**src/rtl/sm83_alu_serial_if.sv**
```systemverilog
// Handshake and data bundle for the slice-serial SM83 ALU sequencer.
interface sm83_alu_serial_if #(
    parameter int WORD_WIDTH  = 16,
    parameter int SLICE_WIDTH = 4
);
    localparam int NSLICES = WORD_WIDTH / SLICE_WIDTH;
    localparam int IDXW    = (NSLICES > 1) ? $clog2(NSLICES) : 1;

    logic                  start;
    logic [2:0]            op;
    logic                  carry_in;
    logic [WORD_WIDTH-1:0] a;
    logic [WORD_WIDTH-1:0] b;
    logic                  busy;
    logic                  done;
    logic [WORD_WIDTH-1:0] result;
    logic                  flag_c;
    logic                  flag_h;
    logic                  flag_z;
    logic                  flag_n;
    logic [IDXW-1:0]       slice_idx;

    modport master (
        output start, op, carry_in, a, b,
        input  busy, done, result, flag_c, flag_h, flag_z, flag_n, slice_idx
    );

    modport slave (
        input  start, op, carry_in, a, b,
        output busy, done, result, flag_c, flag_h, flag_z, flag_n, slice_idx
    );
endinterface

```
**src/rtl/sm83_alu_serial.sv**
```systemverilog
// Slice-serial ALU sequencer: iterates a SLICE_WIDTH ripple-carry core over a
// WORD_WIDTH word, LSB slice first, with a registered inter-slice carry.
//
// state | meaning
// IDLE  | waiting for start, last result/flags held
// RUN   | one slice processed per edge, slice_idx selects it
// DONE  | done pulse cycle; start here is accepted back-to-back
module sm83_alu_serial #(
    parameter int WORD_WIDTH  = 16,
    parameter int SLICE_WIDTH = 4
) (
    input logic               clk,
    input logic               reset,
    sm83_alu_serial_if.slave  bus
);
    localparam int NSLICES = WORD_WIDTH / SLICE_WIDTH;
    localparam int IDXW    = (NSLICES > 1) ? $clog2(NSLICES) : 1;

    localparam logic [2:0] OP_ADD = 3'd0;
    localparam logic [2:0] OP_ADC = 3'd1;
    localparam logic [2:0] OP_SUB = 3'd2;
    localparam logic [2:0] OP_SBC = 3'd3;
    localparam logic [2:0] OP_AND = 3'd4;
    localparam logic [2:0] OP_XOR = 3'd5;
    localparam logic [2:0] OP_OR  = 3'd6;
    localparam logic [2:0] OP_CP  = 3'd7;

    typedef enum logic [1:0] {IDLE, RUN, DONE} state_t;

    state_t                state;
    logic [WORD_WIDTH-1:0] a_q;
    logic [WORD_WIDTH-1:0] b_q;
    logic [WORD_WIDTH-1:0] acc;
    logic [2:0]            op_q;
    logic                  carry_q;
    logic                  h_q;
    logic [IDXW-1:0]       idx;

    logic                   init_carry;
    logic [SLICE_WIDTH-1:0] a_sl;
    logic [SLICE_WIDTH-1:0] b_sl;
    logic [SLICE_WIDTH-1:0] slice_res;
    logic [SLICE_WIDTH:0]   sum;
    logic [WORD_WIDTH-1:0]  acc_next;
    logic                   is_sub;
    logic                   h_raw;
    logic                   last;
    logic                   fc_next;
    logic                   fh_next;

    assign bus.slice_idx = idx;

    // Carry seeded into slice 0 when an operation is accepted.
    always_comb begin
        case (bus.op)
            OP_ADC:        init_carry = bus.carry_in;
            OP_SUB, OP_CP: init_carry = 1'b1;
            OP_SBC:        init_carry = ~bus.carry_in;
            default:       init_carry = 1'b0;
        endcase
    end

    // Current slice datapath and the flags that would be latched on the final slice.
    always_comb begin
        is_sub = (op_q == OP_SUB) || (op_q == OP_SBC) || (op_q == OP_CP);
        a_sl   = a_q[idx*SLICE_WIDTH +: SLICE_WIDTH];
        b_sl   = b_q[idx*SLICE_WIDTH +: SLICE_WIDTH];
        if (is_sub)
            b_sl = ~b_sl;
        sum = {1'b0, a_sl} + {1'b0, b_sl} + {{SLICE_WIDTH{1'b0}}, carry_q};
        case (op_q)
            OP_AND:  slice_res = a_sl & b_sl;
            OP_XOR:  slice_res = a_sl ^ b_sl;
            OP_OR:   slice_res = a_sl | b_sl;
            default: slice_res = sum[SLICE_WIDTH-1:0];
        endcase
        acc_next = acc;
        acc_next[idx*SLICE_WIDTH +: SLICE_WIDTH] = slice_res;
        // With a single slice the half-carry is produced on the same edge as the carry.
        h_raw = (idx == '0) ? sum[SLICE_WIDTH] : h_q;
        last  = (idx == IDXW'(NSLICES - 1));
        case (op_q)
            OP_ADD, OP_ADC:         begin fc_next = sum[SLICE_WIDTH];  fh_next = h_raw;  end
            OP_SUB, OP_SBC, OP_CP:  begin fc_next = ~sum[SLICE_WIDTH]; fh_next = ~h_raw; end
            OP_AND:                 begin fc_next = 1'b0;              fh_next = 1'b1;   end
            default:                begin fc_next = 1'b0;              fh_next = 1'b0;   end
        endcase
    end

    // Sequencer: accept, walk the slices, then publish result and flags in one step.
    always_ff @(posedge clk or posedge reset) begin
        if (reset) begin
            state      <= IDLE;
            a_q        <= '0;
            b_q        <= '0;
            acc        <= '0;
            op_q       <= OP_ADD;
            carry_q    <= 1'b0;
            h_q        <= 1'b0;
            idx        <= '0;
            bus.busy   <= 1'b0;
            bus.done   <= 1'b0;
            bus.result <= '0;
            bus.flag_c <= 1'b0;
            bus.flag_h <= 1'b0;
            bus.flag_z <= 1'b0;
            bus.flag_n <= 1'b0;
        end else begin
            case (state)
                RUN: begin
                    carry_q <= sum[SLICE_WIDTH];
                    acc     <= acc_next;
                    if (idx == '0)
                        h_q <= sum[SLICE_WIDTH];
                    if (last) begin
                        state      <= DONE;
                        idx        <= '0;
                        bus.busy   <= 1'b0;
                        bus.done   <= 1'b1;
                        bus.result <= (op_q == OP_CP) ? a_q : acc_next;
                        bus.flag_c <= fc_next;
                        bus.flag_h <= fh_next;
                        bus.flag_z <= (acc_next == '0);
                        bus.flag_n <= is_sub;
                    end else begin
                        idx <= idx + 1'b1;
                    end
                end
                default: begin
                    bus.done <= 1'b0;
                    if (bus.start) begin
                        state    <= RUN;
                        a_q      <= bus.a;
                        b_q      <= bus.b;
                        op_q     <= bus.op;
                        carry_q  <= init_carry;
                        acc      <= '0;
                        idx      <= '0;
                        bus.busy <= 1'b1;
                    end else begin
                        state <= IDLE;
                    end
                end
            endcase
        end
    end
endmodule

```
**src/flat_wrapper.sv**
```systemverilog
// flat-port wrapper written by rule: the top's interface ports become plain ports
module sm83_alu_serial_flat 
#(
    parameter int WORD_WIDTH  = 16,
    parameter int SLICE_WIDTH = 4
)
  (clk, reset, bus_start, bus_op, bus_carry_in, bus_a, bus_b, bus_busy, bus_done, bus_result, bus_flag_c, bus_flag_h, bus_flag_z, bus_flag_n, bus_slice_idx);
  sm83_alu_serial_if #(.WORD_WIDTH(WORD_WIDTH), .SLICE_WIDTH(SLICE_WIDTH)) bus_i ();
  input logic clk;
  input logic reset;
  input wire logic [$bits(bus_i.start)-1:0] bus_start;
  input wire logic [$bits(bus_i.op)-1:0] bus_op;
  input wire logic [$bits(bus_i.carry_in)-1:0] bus_carry_in;
  input wire logic [$bits(bus_i.a)-1:0] bus_a;
  input wire logic [$bits(bus_i.b)-1:0] bus_b;
  output wire logic [$bits(bus_i.busy)-1:0] bus_busy;
  output wire logic [$bits(bus_i.done)-1:0] bus_done;
  output wire logic [$bits(bus_i.result)-1:0] bus_result;
  output wire logic [$bits(bus_i.flag_c)-1:0] bus_flag_c;
  output wire logic [$bits(bus_i.flag_h)-1:0] bus_flag_h;
  output wire logic [$bits(bus_i.flag_z)-1:0] bus_flag_z;
  output wire logic [$bits(bus_i.flag_n)-1:0] bus_flag_n;
  output wire logic [$bits(bus_i.slice_idx)-1:0] bus_slice_idx;
  assign bus_i.start = bus_start;
  assign bus_i.op = bus_op;
  assign bus_i.carry_in = bus_carry_in;
  assign bus_i.a = bus_a;
  assign bus_i.b = bus_b;
  assign bus_busy = bus_i.busy;
  assign bus_done = bus_i.done;
  assign bus_result = bus_i.result;
  assign bus_flag_c = bus_i.flag_c;
  assign bus_flag_h = bus_i.flag_h;
  assign bus_flag_z = bus_i.flag_z;
  assign bus_flag_n = bus_i.flag_n;
  assign bus_slice_idx = bus_i.slice_idx;
  sm83_alu_serial #(.WORD_WIDTH(WORD_WIDTH), .SLICE_WIDTH(SLICE_WIDTH)) u_core (.clk(clk), .reset(reset), .bus(bus_i));
endmodule
```
**config.mk**
```make
export PLATFORM = sky130hd
export DESIGN_NAME = sm83_alu_serial_flat
export DESIGN_NICKNAME = d
export VERILOG_FILES = /design/src/rtl/sm83_alu_serial_if.sv /design/src/rtl/sm83_alu_serial.sv /design/src/flat_wrapper.sv
export SDC_FILE = /design/constraint.sdc
export NUM_CORES = 1
export LEC_CHECK = 0
export CORE_AREA = 2 2 97 99
export CTS_BUF_LIST = sky130_fd_sc_hd__clkbuf_4
export CTS_CLUSTER_SIZE = 20
export DETAILED_ROUTE_END_ITERATION = 10
export DIE_AREA = 0 0 99 101
export HOLD_SLACK_MARGIN = 0.03
export PLACE_DENSITY = 0.76
export SYNTH_ARGS = -nofsm -noshare
export SYNTH_HDL_FRONTEND = slang
export SYNTH_SLANG_ARGS = --single-unit
export TNS_END_PERCENT = 100
```
**constraint.sdc**
```tcl
create_clock -name clk -period 5 [get_ports clk]
set_clock_uncertainty 0.2 [all_clocks]
set_input_delay 0.5 -clock clk [delete_from_list [all_inputs] [get_ports clk]]
set_output_delay 0.5 -clock clk [all_outputs]
set_load 0.05 [all_outputs]
```
== Word level (Yosys, flattened, before mapping) ==
Cells that the tools add are included.

* $add $sub $neg: 4
* Multiply operators: 0
* Div/mod/pow operators: 0
* Magnitude comparators: 0
* Equality and inequality tests: 14
* Shift-type cells: 4
* Mux-type cells: 23
* Bitwise logic cells: 8
* Reductions and logical operators: 12

{| class="wikitable"
|+ Operators by type and width
! operator !! number
|-
| 16-bit two-way mux || 3
|-
| 4-bit negation with 34-bit output || 1
|-
| 4-bit by 34-bit variable shift with 16-bit output (first input constant) || 1
|-
| 4-bit by 34-bit indexed part select with 16-bit output || 1
|-
| 16-bit by 5-bit indexed part select with 4-bit output || 2
|-
| 16-bit bitwise mux || 1
|-
| 16-bit zero test || 1
|-
| 3-bit equality test (second input constant) || 5
|-
| 3-bit by 2-bit equality test with 1-bit output (second input constant) || 4
|-
| 4-bit case mux with 3 select lines || 1
|-
| 2-bit two-way mux || 5
|-
| 1-bit two-way mux || 9
|-
| 3-bit by 1-bit equality test with 1-bit output (second input constant) || 2
|-
| 1-bit case mux with 3 select lines || 2
|-
| 2-bit AND reduction || 3
|-
| 4-bit by 4-bit adder with 5-bit output || 1
|-
| 5-bit by 1-bit adder with 5-bit output || 1
|-
| 4-bit AND || 1
|-
| 4-bit two-way mux || 1
|-
| 1-bit inverter || 4
|-
| 4-bit inverter || 1
|-
| 4-bit bitwise OR || 1
|-
| 2-bit OR reduction || 2
|-
| 4-bit XOR || 1
|-
| other kinds (10) || 11
|}

* Bits in registers: 79
* Latch bits: 0
* RAM bits: 0
* ROM bits: 0
* Word-level logic and storage cells: 80
* Memories: 0

== Longest topological paths before layout ==
Gate-level depths: netlist of run 1.

* Depth after elaboration: 10
* Gate-level depth with buffers: 13
* Depth with buffers taken out: 12

== Worst setup path after synthesis of run 1 ==
Ideal clock, no wire load.

* Path type: reg-to-reg
* Start: register u_core.idx[0] (netlist: u_core.bus.slice_idx[0])
* End: register u_core.bus.flag_z
* Setup time: 0.067 ns
* Arrival: 3.865 ns
* Data required time: 4.733 ns
* Setup slack: 0.868 ns
* Cell stages (with the launch flop): 13
* Path buffers: 1
* Path through: dfrtp_1 buf_2 mux4_2 xnor2_1 inv_1 fa_1 fa_1 xor2_1 a21oi_2 a211oi_4 o22ai_1 a2111oi_4 a32o_2

* Cells in the longest elaborated chain, start to end: 9
* Elaborated cells on any way between the ends: 17

{| class="wikitable"
|+ RTL lines
! item !! RTL line !! RTL
|-
| start: declaration || sm83_alu_serial.sv:37 || <nowiki>logic [IDXW-1:0] idx;</nowiki>
|-
| start signal: assignment || sm83_alu_serial.sv:126 || <nowiki>idx <= idx + 1'b1;</nowiki>
|-
| 16-bit by 5-bit indexed part select with 4-bit output || sm83_alu_serial.sv:67 || <nowiki>b_sl = b_q[idx*SLICE_WIDTH +: SLICE_WIDTH];</nowiki>
|-
| 4-bit inverter || sm83_alu_serial.sv:69 || <nowiki>b_sl = ~b_sl;</nowiki>
|-
| 4-bit two-way mux || sm83_alu_serial.sv:68 || <nowiki>if (is_sub)</nowiki>
|-
| 4-bit by 4-bit adder with 5-bit output || sm83_alu_serial.sv:70 || <nowiki>sum = {1'b0, a_sl} + {1'b0, b_sl} + {{SLICE_WIDTH{1'b0}}, carry_q};</nowiki>
|-
| 5-bit by 1-bit adder with 5-bit output || sm83_alu_serial.sv:70 ||
|-
| 4-bit case mux with 3 select lines || sm83_alu_serial.sv:71 || <nowiki>case (op_q)</nowiki>
|-
| 4-bit by 34-bit indexed part select with 16-bit output || sm83_alu_serial.sv:78 || <nowiki>acc_next[idx*SLICE_WIDTH +: SLICE_WIDTH] = slice_res;</nowiki>
|-
| 16-bit bitwise mux || sm83_alu_serial.sv:78 ||
|-
| 16-bit zero test || sm83_alu_serial.sv:123 || <nowiki>bus.flag_z <= (acc_next == '0);</nowiki>
|-
| end signal: assignment || sm83_alu_serial.sv:123 ||
|-
| end: declaration || sm83_alu_serial_if.sv:30 || <nowiki>output busy, done, result, flag_c, flag_h, flag_z, flag_n, slice_idx</nowiki>
|}

Parallel ways exist; a longest one is shown, timed or not.
A chain may end at the register's enable or synchronous reset.

== Worst setup path in the final report of run 1 ==
* Start: register u_core.op_q[1]
* End: register u_core.bus.flag_z

* Cells in the longest elaborated chain, start to end: 10
* Elaborated cells on any way between the ends: 18

{| class="wikitable"
|+ RTL lines
! item !! RTL line !! RTL
|-
| start: declaration || sm83_alu_serial.sv:34 || <nowiki>logic [2:0] op_q;</nowiki>
|-
| start signal: assignment || sm83_alu_serial.sv:135 || <nowiki>op_q <= bus.op;</nowiki>
|-
| 3-bit by 2-bit equality test with 1-bit output || sm83_alu_serial.sv:65 || <nowiki>is_sub = (op_q == OP_SUB) || (op_q == OP_SBC) || (op_q == OP_CP);</nowiki>
|-
| 1-bit logical OR (2 in a row) || sm83_alu_serial.sv:65 ||
|-
| 4-bit two-way mux || sm83_alu_serial.sv:68 ||
|-
| 4-bit by 4-bit adder with 5-bit output || sm83_alu_serial.sv:70 ||
|-
| 5-bit by 1-bit adder with 5-bit output || sm83_alu_serial.sv:70 ||
|-
| 4-bit case mux with 3 select lines (*) || sm83_alu_serial.sv:71 ||
|-
| 4-bit by 34-bit indexed part select with 16-bit output (*) || sm83_alu_serial.sv:78 ||
|-
| 16-bit bitwise mux (*) || sm83_alu_serial.sv:78 ||
|-
| 16-bit zero test (*) || sm83_alu_serial.sv:123 ||
|}

Mark *: on every way between the ends. The rest lies on a longest branch, timed or not.

==> results of run 1 <==
## logic make-up (layout without fill, tap and decap cells)
logic type	after synthesis	after routing	synth area share [%]
and+or+nand+nor	93	93	10.49
AOI/OAI and AO/OA	102	102	16.62
adders and majority gates	16	16	4.971
buffers and inverters	60	119	6.474
DFF	78	78	45.09
xor gates and xnor gates	5	5	1.012
muxes	52	52	15.35
## placed cells by master, fill, tap and decap left out, types with 7 or more instances in the layout
cell type / instances
dfrtp_1: 78
clkdlybuf4s50_1: 62
nand2_1: 45
mux2_2: 35
inv_1: 31
o21ai_1: 25
nor2_1: 19
o31ai_1: 18
ha_1: 14
o21ai_0: 11
a21oi_1: 10
o22ai_1: 10
mux2i_1: 9
clkbuf_4: 9
mux4_2: 8
a211oi_1: 7
buf_4: 7
## registers in the layout (all words and copies together) (netlist names)
register              count
u_core.op_q               3
u_core.bus.flag_n         1
u_core.bus.slice_idx      2
u_core.bus.result        16
u_core.acc               16
u_core.bus.busy           1
u_core.bus.flag_z         1
u_core.b_q               16
u_core.carry_q            1
u_core.bus.flag_c         1
u_core.a_q               16
u_core.h_q                1
u_core.state              2
u_core.bus.flag_h         1
## final cells by class
cell class / instances / area, sq um
Clock buffer: 9 / 67.56
Clock inverter: 7 / 85.08
Fill cell: 731 / 3836
Inverter: 34 / 127.6
Multi-Input combinational cell: 268 / 2097
Sequential cell: 78 / 1952
Tap cell: 111 / 138.9
Timing Repair Buffer: 69 / 673.1
## per-stage QoR
| step | std cells | util [%] | area, sq um | hold WS (ns) | setup slack (ns) |
|---|---|---|---|---|---|
| after floorplan | 406 | - | 4329 | 0.2469 | 0.8679 |
| after global placement | 560 | 55.57 | 4989 | 0.2631 | 1.314 |
| after detailed placement | 560 | 55.57 | 4989 | 0.2733 | 1.253 |
| after CTS | 576 | 57.27 | 5141 | 0.3103 | 1.227 |
| after global routing | 576 | 57.27 | 5141 | 0.3356 | 0.8967 |
| final | 576 | 57.27 | 5141 | 0.3021 | 1.206 |
## layer usage
metal	part of all wire, %	wire length (microns)
met5	0	0
met4	1.3	138
met3	6.7	688
met2	49	5015
met1	43	4449
## final timing paths
| path | end | slack, ns | cells past startpoint |
|---|---|---|---|
| min reg2reg | u_core.bus.result[0]$_DFFE_PP0P_ | 0.30 | 2 |
| max in group asynchronous | u_core.state[1]$_DFFE_PP0P_ | 3.24 | 3 |
| max | u_core.bus.flag_z$_DFFE_PP0P_ | 1.21 | 12 |
| min in group asynchronous | u_core.a_q[4]$_DFFE_PP0P_ | 0.31 | 2 |
| min | u_core.bus.result[0]$_DFFE_PP0P_ | 0.30 | 2 |
| max reg2reg | u_core.bus.flag_z$_DFFE_PP0P_ | 1.21 | 12 |
## critical path, cell delays in order (launching register included)
cell and delay [ns]:
dfrtp_1 0.71, o21ai_1 0.13, buf_4 0.20, xnor2_1 0.20, inv_1 0.10, fa_1 0.44, fa_1 0.41, xor2_1 0.22
a21oi_2 0.07, a211oi_4 0.33, o22ai_1 0.24, a2111oi_4 0.31, a32o_2 0.21
==> metrics.txt, run 1 <==
Tmin final 3.794 ns; busiest layer in global routing met2; Num Clock Sinks 78; routed length per instance 17.87 microns; die footprint 9999 sq um; vias in the first global route 3264; placer congestion estimate 0.9765; Mapped Nets 461; die span in y 101 microns; Site Rows 35; fmax 0.2636 GHz; Critical Path AT 3.98 ns; final wirelength 10290 microns; antenna violations before repair 0; CP Launch Point u_core.op_q[1]$_DFFE_PP0P_; Bufs on Longest Clock Path 2; CTS Root Buffer Type clkbuf_4; CTS HTree Levels 3; number of diodes 0; Worst Hold Class reg2reg; Slew Viols, Final 0; commonest register cell after synthesis dfrtp_1; TritonCTS clock tree done; Port Buf Inserts 62; outcome complete, no violations; total number of vias 3318; Global Route met1 Usage 30.08%; DRT iter0 DRCs 302; max-cap violations 0; min-delay src u_core.bus.result[0]$_DFFE_PP0P_; die width 99 microns; flops & latches, synth 78; crit path kind reg2reg; area share of the largest cell type after synthesis 45.09%; global-route wire length before repair 16740 microns; nets 515; yosys warns 0; setup TNS 0 ns; fraction of layout cells with a size suffix above 1 18.28%; met3 Resource Use GR 3.745%; core area 8977 sq um; Final Setup Violations 0; worst-path maximum fanout 18; largest net degree at the start of global routing 41; RSZ-0062 raised after global routing no; Post-synth EDFFs 0; HPWL Detailed 7503 microns; Cell variety after synth 58; total setup buffers inserted after CTS 0; largest cells by area after synthesis dfrtp_1 45%, mux2_2 9.1%, mux4_2 4.2%, ha_1 4.0%, nand2_1 3.9%; Worst EP required 5.19 ns; number of routed nets with antenna violations 0; DRC 0; r2r startpoint u_core.op_q[1]$_DFFE_PP0P_; worst-skew pair later-pin latency 0.43 ns; initial core utilization 48.22%; final hold violations 0; Commonest cells post-synth 78 x dfrtp_1, 45 x nand2_1, 35 x mux2_2; area delta synth->final 18.76%; Setup crit end kind register; CTS Buf Count 9; DRT Pass-1 Iters 5; met2 Use GR 34.36%; via/cell ratio 5.760; Final Cycle Share 75.88%; relative slew slack 36.67%; clk slew on worst S/H paths 0.16 ns; Worst-Margin Slew 0.9473 ns; global route overflow 0; Mapped Cells 406; num ports 63; Cell Area, Synth 4329 sq um; Hold Buf Count CTS 0; post_cts resized 0; most frequent cell after synthesis dfrtp_1; Setup crit start kind register; asr flop ratio synth 100.0%; syn avg cell area 10.66 sq um; Tot GR Track Use 21.44%; Synth area leader dfrtp_1; Seq/Total Area, Yosys 45.09%
Power of run 1 is not shown: default switching activity piles up to over one toggle a cycle in this logic, so the estimate is an artifact.
==> inputs of run 2 (changes only) <==
==> constraint.sdc (replaced) <==
create_clock -name clk -period 3.73 [get_ports clk]
set_clock_uncertainty 0.2 [all_clocks]
set_input_delay 0.373 -clock clk [delete_from_list [all_inputs] [get_ports clk]]
set_output_delay 0.373 -clock clk [all_outputs]
set_load 0.05 [all_outputs]
==> metrics.txt, run 2 (synthesized netlist as in run 1, its figures left out) <==
number of diodes 0 (unchanged); final hold violations 0 (unchanged); Final Cycle Share 93.31% (+17 points); global route overflow 0 (unchanged); number of routed nets with antenna violations 0 (unchanged); Final Non-Filler Cells 580 (+0.69%); nets 519 (+0.78%); area delta synth->final 20.78%; CTS Root Buffer Type clkbuf_4; die width 99 microns (unchanged); commonest non-fill, non-tap cell in the layout dfrtp_1; most used cell, CP fa_2; highest-count cells in the layout ignoring fill and taps 76 x dfrtp_1, 62 x clkdlybuf4s50_1, 45 x nand2_1; routed length per instance 18.03 microns (+0.90%); Tmin final 3.480 ns (-0.3135 ns); via/cell ratio 5.752 (-0.15%); crit path kind reg2reg; r2r startpoint u_core.bus.slice_idx[0]$_DFFE_PP0P_; CTS Buf Count 9 (unchanged); Setup crit start kind register; DRT iter0 DRCs 317 (+5.0%); Final Setup Violations 0 (unchanged); Hold Buf Count CTS 0 (unchanged); post_cts resized 0 (unchanged); setup TNS 0 ns (unchanged); Setup crit end kind register; fmax 0.2873 GHz (+9.0%); total setup buffers inserted after CTS 0 (unchanged); Worst-Margin Slew 0.9684 ns (+0.02112 ns); placer congestion estimate 0.9736 (-0.30%); antenna violations before repair 0 (unchanged); Worst EP required 3.92 ns (-1.27 ns); die footprint 9999 sq um (unchanged); CP Launch Point u_core.bus.slice_idx[0]$_DFFE_PP0P_; outcome complete, no violations; worst-skew pair later-pin latency 0.43 ns (about the same); Num Clock Sinks 78 (unchanged); TritonCTS clock tree done; relative slew slack 35.26% (-1.4 points); DRT Pass-1 Iters 5 (unchanged); global-route wire length before repair 16950 microns (+1.2%); RSZ-0062 raised after global routing no; Worst Hold Class in2async; final wirelength 10460 microns (+1.6%); core area 8977 sq um (unchanged); initial core utilization 48.22% (unchanged); die span in y 101 microns (unchanged); fraction of layout cells with a size suffix above 1 20.47% (+2.2 points); slowest CP cell mux4_2; largest net degree at the start of global routing 42 (+2.4%); worst-path maximum fanout 6 (-12); Critical Path AT 3.67 ns (-0.31 ns); Site Rows 35 (unchanged); fillers 761 (+4.1%); num ports 63 (unchanged); Tot GR Track Use 21.96% (+0.52 points); HPWL Detailed 7679 microns (+2.3%); clk slew on worst S/H paths 0.14 ns (-0.02 ns); CTS HTree Levels 3 (unchanged); Bufs on Longest Clock Path 2 (unchanged); Port Buf Inserts 62 (unchanged); Slew Viols, Final 0 (unchanged); max-cap violations 0 (unchanged); total number of vias 3336 (+0.54%); vias in the first global route 3250 (-0.43%); slowest stage delay, CP 0.52 ns (-0.19 ns); # placed instances 564 (+0.71%); CP cell instances mux4_2 > xnor2_2 > inv_1 > fa_2 > fa_2 > xor2_1 > a21oi_2 > a211oi_4 > o22ai_2 > a2111oi_4 > a32o_2; DRC 0 (unchanged)
run 2: cell count changes in the layout (fill, tap and decap cells not counted), sizes merged:
cell / before / now
inv: 39 / 38
buf: 7 / 11
bufinv: 1 / 2
run 2: worst paths after layout:
check	to	slack (ns)	depth (start not counted)
setup / recovery	u_core.bus.flag_z$_DFFE_PP0P_	0.25	11
hold / removal	u_core.a_q[4]$_DFFE_PP0P_	0.19	2
setup reg to reg	u_core.bus.flag_z$_DFFE_PP0P_	0.25	11
hold reg to reg	u_core.h_q$_DFFE_PP0P_	0.30	2
max in group asynchronous	u_core.op_q[1]$_DFFE_PP0P_	2.42	3
min in group clk	u_core.h_q$_DFFE_PP0P_	0.30	2
run 2: area by class of cell:
| cell class | instances | area, sq um | area share [%] |
|---|---|---|---|
| timing repair buffer | 73 | 715.7 | 13.69 |
| sequential | 78 | 1954 | 37.38 |
| clock buffer | 9 | 67.56 | 1.292 |
| tap | 111 | 138.9 | 2.656 |
| inverter | 34 | 127.6 | 2.441 |
| clock inverter | 7 | 102.6 | 1.962 |
| multi-input combinational | 268 | 2122 | 40.58 |
run 2: routing by layer:
layer | share of wire [%] | global-route usage, % | up-vias
li1 | - | - | 1565
met4 | 2.0 | 7.587 | 0
met1 | 46 | 32.37 | 1630
met2 | 46 | 32.80 | 122
met5 | 0 | 0 | -
met3 | 6.6 | 3.953 | 19
run 2: through the flow:
stage	util [%]	cell area, sq um	worst slack, ns	hold slack (ns)
floorplan	-	4364	0.03959	0.2469
global placement	56.35	5059	0.3297	0.2624
detailed placement	56.35	5059	0.2859	0.2781
CTS	58.24	5229	0.2549	0.1958
global route	58.24	5229	0.1024	0.2437
finish	58.24	5229	0.2496	0.1936
run 2: worst max-delay path, delay by kind of cell, from the launching register on:
| kind | cells | cell delay [ns] |
|---|---|---|
| compound gates | 5 | 1.15 |
| xor+xnor | 2 | 0.33 |
| fa+ha+maj | 2 | 0.74 |
| buf+inv | 1 | 0.09 |
| flops | 1 | 0.40 |
| mux | 1 | 0.52 |
Power of run 2 is left out for the same reason.
==> inputs of run 3 (changes only) <==
--- a/config.mk
+++ b/config.mk
@@ -12,6 +12,7 @@
 export DIE_AREA = 0 0 99 101
 export HOLD_SLACK_MARGIN = 0.03
 export PLACE_DENSITY = 0.76
+export SETUP_SLACK_MARGIN = 0.1
 export SYNTH_ARGS = -nofsm -noshare
 export SYNTH_HDL_FRONTEND = slang
 export SYNTH_SLANG_ARGS = --single-unit
==> metrics.txt, run 3 (synthesized netlist as in run 1, its figures left out) <==
highest-count cells in the layout ignoring fill and taps 76 x dfrtp_1, 62 x clkdlybuf4s50_1, 45 x nand2_1; fmax 0.2901 GHz (+0.97%); fin util 58.17% (-0.070 points); Worst EP required 3.91 ns (about the same); DRT Pass-1 Iters 5 (unchanged); Setup crit end kind register; setup TNS 0 ns (unchanged); Worst Hold Class in2async; antenna violations before repair 0 (unchanged); crit path kind reg2reg; die width 99 microns (unchanged); worst-path maximum fanout 6 (unchanged); total setup buffers inserted after CTS 0 (unchanged); Final Cycle Share 92.41% (-0.90 points); commonest non-fill, non-tap cell in the layout dfrtp_1; Final Setup Violations 0 (unchanged); outcome complete, no violations; global-route wire length before repair 17190 microns (+1.4%); placer congestion estimate 0.9362 (-3.8%); Slew Viols, Final 0 (unchanged); via/cell ratio 5.750 (about the same); Num Clock Sinks 78 (unchanged); CTS HTree Levels 3 (unchanged); R2R Path End u_core.bus.flag_z$_DFFE_PP0P_; die span in y 101 microns (unchanged); Final Non-Filler Cells 580 (unchanged); vias in the first global route 3296 (+1.4%); placed instance area 5059 sq um (unchanged); final instance area 5223 sq um (-0.12%); Tmin final 3.447 ns (-0.03359 ns); total number of vias 3335 (-0.030%); r2r startpoint u_core.bus.slice_idx[0]$_DFFE_PP0P_; die footprint 9999 sq um (unchanged); HPWL Detailed 7742 microns (+0.82%); number of diodes 0 (unchanged); core area 8977 sq um (unchanged); routed length per instance 18.10 microns (+0.39%); area delta synth->final 20.64%; global route overflow 0 (unchanged); CTS Buf Count 9 (unchanged); initial core utilization 48.22% (unchanged); Hold Buf Count CTS 0 (unchanged); Site Rows 35 (unchanged); CTS Root Buffer Type clkbuf_4; final wirelength 10500 microns (+0.39%); number of routed nets with antenna violations 0 (unchanged); Setup crit start kind register; r2r setup slk 0.28 ns (+0.03 ns); TritonCTS clock tree done; relative slew slack 35.23% (about the same); final hold violations 0 (unchanged); DRT iter0 DRCs 277 (-13%); num ports 63 (unchanged); Critical Path AT 3.63 ns (-0.04 ns); max-cap violations 0 (unchanged); post_cts resized 0 (unchanged); Tot GR Track Use 22.24% (+0.27 points); worst-skew pair later-pin latency 0.43 ns (about the same); DRC 0 (unchanged); Worst-Margin Slew 0.9688 ns (+0.0004264 ns); # placed instances 564 (unchanged); RSZ-0062 raised after global routing no; fraction of layout cells with a size suffix above 1 20.26% (-0.21 points); cells on worst reg2reg path 11 (unchanged); Bufs on Longest Clock Path 2 (unchanged); Port Buf Inserts 62 (unchanged); clk slew on worst S/H paths 0.14 ns (about the same); largest net degree at the start of global routing 41 (-2.4%); nets 519 (unchanged)
==> run 3: layout make-up <==
type / instances / area [sq um]
fill: 742 / 3755
inverter: 34 / 127.6
sequential: 78 / 1954
multi-input combinational: 268 / 2122
clock inverter: 7 / 96.34
tap: 111 / 138.9
clock buffer: 9 / 67.56
timing repair buffer: 73 / 715.7
==> run 3: worst max path at each step <==
stage	start	to	slack, ns
2_1_floorplan	u_core.bus.slice_idx[0]$_DFFE_PP0P_	u_core.bus.flag_z$_DFFE_PP0P_	0.04
3_3_place_gp	u_core.bus.slice_idx[0]$_DFFE_PP0P_	u_core.bus.flag_z$_DFFE_PP0P_	0.33
3_5_place_dp	u_core.bus.slice_idx[0]$_DFFE_PP0P_	u_core.bus.flag_z$_DFFE_PP0P_	0.27
4_1_cts	u_core.bus.slice_idx[0]$_DFFE_PP0P_	u_core.bus.flag_z$_DFFE_PP0P_	0.23
5_1_grt	u_core.bus.slice_idx[0]$_DFFE_PP0P_	u_core.bus.flag_z$_DFFE_PP0P_	0.14
6_report	u_core.bus.slice_idx[0]$_DFFE_PP0P_	u_core.bus.flag_z$_DFFE_PP0P_	0.28
==> run 3: routing by layer <==
layer | vias to the layer above | share of wire (%) | track usage (%)
met2 | 137 | 46 | 33.26
met4 | 0 | 1.8 | 7.903
met3 | 21 | 7.7 | 6.519
met5 | - | 0 | 0
li1 | 1559 | - | -
met1 | 1618 | 44 | 31.00
==> run 3: through the flow <==
stage               setup slack [ns]  hold slack (ns)
floorplan                    0.03959           0.2469
global placement              0.3345           0.2620
detailed placement            0.2660           0.2729
CTS                           0.2322           0.2400
global route                  0.1389           0.2645
finish                        0.2832           0.2130
==> run 3: critical path, cell delays in order (launching register included) <==
cell and delay [ns]:
dfrtp_2 0.39, mux4_2 0.52, xnor2_2 0.16, inv_1 0.10
fa_2 0.38, fa_2 0.36, xor2_1 0.17, a21oi_2 0.06
a211oi_4 0.36, o22ai_2 0.18, a2111oi_4 0.31, a32o_2 0.20
Power of run 3 is left out for the same reason.
